### src/rtl/lsu_mem_initiator.sv
// lsu_mem_initiator: RV32I load/store unit driving a request/valid data memory port.
// One core load/store becomes a single memory transaction; the core is stalled
// through busy until done pulses.
// Optional: define LSU_TIMEOUT_EN to abort a load with fault=1 after TIMEOUT
// WAIT cycles without mem_valid.
module lsu_mem_initiator #(
    parameter int unsigned ADDR_W  = 8,
    parameter int unsigned TIMEOUT = 16
) (
    input  logic              clk,
    input  logic              rst_n,
    input  logic              start,
    input  logic              is_store,
    input  logic [2:0]        funct3,
    input  logic [31:0]       addr,
    input  logic [31:0]       st_data,
    output logic              busy,
    output logic              done,
    output logic              fault,
    output logic [31:0]       ld_data,
    output logic              mem_request,
    output logic [ADDR_W-1:0] mem_address,
    output logic [31:0]       mem_w_data,
    output logic [3:0]        mem_masking,
    output logic              mem_we_re,
    input  logic              mem_valid,
    input  logic [31:0]       mem_r_data
);

    typedef enum logic [1:0] {
        S_IDLE  = 2'd0,
        S_ISSUE = 2'd1,
        S_WAIT  = 2'd2,
        S_RESP  = 2'd3
    } state_t;

    state_t      state;
    logic        op_store;
    logic [2:0]  op_funct3;
    logic [1:0]  op_lane;

`ifdef LSU_TIMEOUT_EN
    localparam int unsigned CNT_W = $clog2(TIMEOUT + 1);
    logic [CNT_W-1:0] wait_cnt;
`endif

    logic        illegal_c;
    logic        misaligned_c;
    logic [3:0]  st_mask_c;
    logic [31:0] st_wdata_c;
    logic [31:0] lane_c;
    logic [31:0] ld_ext_c;

    // Address bits above the word index and the timeout parameter may be unused.
    logic unused_bits;
    assign unused_bits = ^{addr[31:ADDR_W+2], 32'(TIMEOUT)};

    // Decode legality and alignment of the incoming op.
    always_comb begin
        illegal_c    = 1'b0;
        misaligned_c = 1'b0;
        if (is_store) begin
            illegal_c = (funct3[2] == 1'b1) || (funct3[1:0] == 2'b11);
        end else begin
            illegal_c = (funct3 == 3'b011) || (funct3[2:1] == 2'b11);
        end
        if (funct3[1:0] == 2'b01) begin
            misaligned_c = addr[0];
        end else if (funct3[1:0] == 2'b10) begin
            misaligned_c = (addr[1:0] != 2'b00);
        end
    end

    // Store byte mask and lane-replicated write data.
    always_comb begin
        st_mask_c  = 4'b0000;
        st_wdata_c = 32'h0;
        case (funct3[1:0])
            2'b00: begin
                st_mask_c  = 4'(4'b0001 << addr[1:0]);
                st_wdata_c = {4{st_data[7:0]}};
            end
            2'b01: begin
                st_mask_c  = 4'(4'b0011 << addr[1:0]);
                st_wdata_c = {2{st_data[15:0]}};
            end
            default: begin
                st_mask_c  = 4'b1111;
                st_wdata_c = st_data;
            end
        endcase
    end

    // Shift the addressed lane down and extend per funct3.
    always_comb begin
        lane_c   = mem_r_data >> {op_lane, 3'b000};
        ld_ext_c = mem_r_data;
        case (op_funct3)
            3'b000:  ld_ext_c = {{24{lane_c[7]}}, lane_c[7:0]};
            3'b001:  ld_ext_c = {{16{lane_c[15]}}, lane_c[15:0]};
            3'b100:  ld_ext_c = {24'h0, lane_c[7:0]};
            3'b101:  ld_ext_c = {16'h0, lane_c[15:0]};
            default: ld_ext_c = mem_r_data;
        endcase
    end

    // Control FSM with registered outputs.
    always_ff @(posedge clk or negedge rst_n) begin
        if (!rst_n) begin
            state       <= S_IDLE;
            op_store    <= 1'b0;
            op_funct3   <= 3'b000;
            op_lane     <= 2'b00;
            busy        <= 1'b0;
            done        <= 1'b0;
            fault       <= 1'b0;
            ld_data     <= 32'h0;
            mem_request <= 1'b0;
            mem_address <= '0;
            mem_w_data  <= 32'h0;
            mem_masking <= 4'b0000;
            mem_we_re   <= 1'b0;
`ifdef LSU_TIMEOUT_EN
            wait_cnt    <= '0;
`endif
        end else begin
            done        <= 1'b0;
            mem_request <= 1'b0;
            case (state)
                S_IDLE: begin
                    if (start) begin
                        op_store  <= is_store;
                        op_funct3 <= funct3;
                        op_lane   <= addr[1:0];
                        busy      <= 1'b1;
                        if (illegal_c || misaligned_c) begin
                            // Rejected ops complete without touching memory.
                            state   <= S_RESP;
                            done    <= 1'b1;
                            fault   <= 1'b1;
                            ld_data <= 32'h0;
                        end else begin
                            state       <= S_ISSUE;
                            mem_request <= 1'b1;
                            mem_we_re   <= is_store;
                            mem_address <= addr[ADDR_W+1:2];
                            mem_masking <= is_store ? st_mask_c : 4'b0000;
                            mem_w_data  <= is_store ? st_wdata_c : 32'h0;
                        end
                    end
                end
                S_ISSUE: begin
                    if (op_store) begin
                        state <= S_RESP;
                        done  <= 1'b1;
                        fault <= 1'b0;
                    end else begin
                        state <= S_WAIT;
`ifdef LSU_TIMEOUT_EN
                        wait_cnt <= '0;
`endif
                    end
                end
                S_WAIT: begin
                    if (mem_valid) begin
                        state   <= S_RESP;
                        done    <= 1'b1;
                        fault   <= 1'b0;
                        ld_data <= ld_ext_c;
`ifdef LSU_TIMEOUT_EN
                    end else if (wait_cnt == CNT_W'(TIMEOUT - 1)) begin
                        // TIMEOUT-th idle WAIT cycle: give up on the load.
                        state   <= S_RESP;
                        done    <= 1'b1;
                        fault   <= 1'b1;
                        ld_data <= 32'h0;
                    end else begin
                        wait_cnt <= wait_cnt + CNT_W'(1);
`endif
                    end
                end
                default: begin
                    state <= S_IDLE;
                    busy  <= 1'b0;
                    fault <= 1'b0;
                end
            endcase
        end
    end

endmodule
### config.mk
export PLATFORM = sky130hd
export DESIGN_NAME = lsu_mem_initiator
export DESIGN_NICKNAME = d
export VERILOG_FILES = /design/src/rtl/lsu_mem_initiator.sv
export SDC_FILE = /design/constraint.sdc
export NUM_CORES = 1
export LEC_CHECK = 0
export ABC_AREA = 1
export BUFFER_PORTS_ARGS = -buffer_cell sky130_fd_sc_hd__buf_2
export CAP_MARGIN = 25
export CORE_MARGIN = 1.5
export CORE_UTILIZATION = 45
export CTS_BUF_LIST = sky130_fd_sc_hd__clkbuf_16
export DETAILED_ROUTE_END_ITERATION = 8
export PLACE_DENSITY = 0.75
export SYNTH_ARGS = -nofsm -noshare
export SYNTH_HDL_FRONTEND = slang
export SYNTH_SLANG_ARGS = --single-unit
### constraint.sdc
create_clock -name clk -period 3.11 [get_ports clk]
set_input_delay 0.622 -clock clk [delete_from_list [all_inputs] [get_ports clk]]
set_output_delay 0.622 -clock clk [all_outputs]
set_load 0.01 [all_outputs]
==> results.cfg <==
[run_status]
outcome = complete, no violations

[setup_path]
r2r-end = ld_data[1]
end_kind = register
reg2reg_from = op_lane[0]
cp-start-kind = register
ff2ff_path_depth = 5
worst_path_max_delay_cell = dfrtp_1
max_stage_delay_ps = 740
crit_arrival_ps = 2420
cp.required_ps = 3310
cp_max_fo = 16
crit_type = register to register
crit_chain = nor2_4, nor2_1, nand3_1, o22ai_1, o21ai_0
rrSetupSlack_ps = 890

[cells_and_area]
final_nets = 847
antenna_cells = 0
layout_common_cells = nand2_1 (220), buf_2 (161), dfrtp_1 (89), nand3_1 (74), inv_1 (34)
final_common_cell = nand2_1
layout-drive-gt1-share = 0.282
area_growth_pct = 23.8
postLayoutCoreUtil = 0.568

[yosys]
synth_cell_type_count = 30
synthCells = 593
yosysWarnings = 0
syn_nets = 701
syn_avg_cell_area_um2 = 7.92
yosysSeqAreaShare = 0.474
netlist_area_um2 = 4700
ys_ff_latch = 89

[cts]
clk_pin_slew_ps = 60
clk_latency_ps = 340
cts_buffers = 9
cts_root_buf = clkbuf_16
cts_setup_buffers = 0
cts_max_path_buffers = 2
holdBufCountCts = 0
tritoncts = done
cts_resized = 0
htreeDepth = 3
clock-sinks = 89

[global_route]
grt_pass1_vias = 4334
grt_usage = 0.238
overflow = 0
grt_pass1_wl_mm = 20.8
grt_max_degree = 62
antenna_found_initial = 0

[timing]
setup_tns_ps = 0
drv_slew = 0
fin_crit_ps = 2220
worst_pin_slew_ps = 840
holdWs_ps = 289
setup_violations = 0
rsz0062_at_grt = no
fmax_mhz = 451
hold_viol = 0
finalCritPeriodShare = 0.713
clock_skew_ps = 5.22
slew_headroom = 0.438

[routing]
drc = 0
totalWireLength_mm = 12.9
dr.first_iter.drc_count = 267
dr.pass1.iters = 5
via_per_inst = 5.24
post_drt_wl_per_cell_um = 14.6
ant_nets = 0
vias = 4615

[placement]
io_buffer_count = 162
gp_congestion = 0.911
dp_hpwl_mm = 9.46

[floorplanning]
rows = 37
pin_count = 185
coreArea_um2 = 10200
die_h_um = 105
initial_core_util = 0.459
dieArea_um2 = 11100
die_w_um = 105

[power_and_ir_drop]
irDropWorstVdd_mv = 0.382
power_leakage_nw = 3.25
cellPowerDensity_nw_per_um2 = 966

[flow_run]
max_cap_viol_count = 0

[hold_path]
hp-class = input port to async pin
how the worst max path moves through the flow:
stage / from / to / slack [ps] / cells past startpoint
finish: op_lane[0] / ld_data[1] / 890 / 5
global route: op_lane[0] / ld_data[1] / 740 / 5
CTS: op_lane[0] / ld_data[1] / 960 / 5
detailed placement: funct3[1] / mem_w_data[24] / 710 / 8
global placement: funct3[1] / mem_w_data[24] / 770 / 8
floorplan: funct3[1] / mem_masking[2] / 1480 / 10
kinds of logic (layout without fill, tap and decap cells):
kind of cell / Yosys count / count (layout) / share of synthesized area
multiplexers: 4 / 4 / 0.00853
AND/OR/NAND/NOR: 339 / 339 / 0.321
buffers and inverters: 70 / 221 / 0.0775
adder cells (fa/ha/maj): 4 / 4 / 0.0107
AO/OA/AOI/OAI: 87 / 87 / 0.108
flip-flops: 89 / 89 / 0.474
layer usage:
metal  part of all wire  wire length, um  GRT usage  vias to the layer above
li1                   -                -          -                     2222
met1               0.43             5550      0.312                     2199
met2               0.47             6090      0.380                      178
met3              0.084             1080     0.0686                       16
met4              0.012              157     0.0744                        0
met5                  0                0          0                        -
power by group:
part / internal [mW] / switching [mW]
Combinational: 0.917 / 1.55
Sequential: 1.65 / 0.362
Clock: 0.696 / 0.449
synth_stat cells:
master    count  share of area
nor2_8        2         0.0085
nor2_4        2         0.0048
nand3b_2      1         0.0024
mux2i_1       4         0.0085
o211ai_1     16          0.026
or2_2         7         0.0093
o21ai_0      24          0.026
inv_1        34          0.027
a21oi_1      11          0.012
o21ai_2       5         0.0093
nand3_4       2         0.0075
o21ai_1      20          0.021
buf_2        10          0.011
o22ai_1       9          0.012
ha_1          4          0.011
buf_4         5         0.0080
nand2_1     220           0.18
inv_6         1         0.0019
nand3_1      74          0.079
nand2_2       2         0.0027
inv_2         1        0.00080
nor2_1       23          0.018
a31oi_1       2         0.0027
nand2_4       3         0.0072
dfrtp_1      89           0.47
buf_6         8          0.019
nand3_2       2         0.0043
clkbuf_1      9         0.0072
inv_4         2         0.0027
nor3_1        1         0.0011
critical path, delay by kind of cell (launching register included):
family | cells | cell delay (ps)
and+or+nand+nor | 3 | 1030
DFF | 1 | 740
AOI/OAI and AO/OA | 2 | 300
state kept, by name, indices dropped and copies added (netlist names):
signal	count
ld_data	32
mem_w_data	32
mem_address	8
mem_masking	4
op_funct3	3
op_lane	2
state	2
busy	1
done	1
fault	1
mem_request	1
mem_we_re	1
op_store	1
metrics by stage:
stage	cell area, um^2	total power, mW	setup slack (ps)	instances
after floorplan	4700	3.66	1480	593
after CTS	5820	5.66	955	880
after detailed placement	5510	4.49	707	864
after global routing	5820	6.05	741	880
final	5820	5.62	891	880
after global placement	5510	4.40	766	864
cell type report:
class,instances,area [um^2]
flip-flops and latches,89,2230
well taps,136,170
clock buffers,9,225
inverters,38,153
fillers,1003,4420
repair buffers,167,851
multi-input cells,434,2100
clock inverters,7,85.1
No activity file was read; power rests on OpenSTA's default activity.
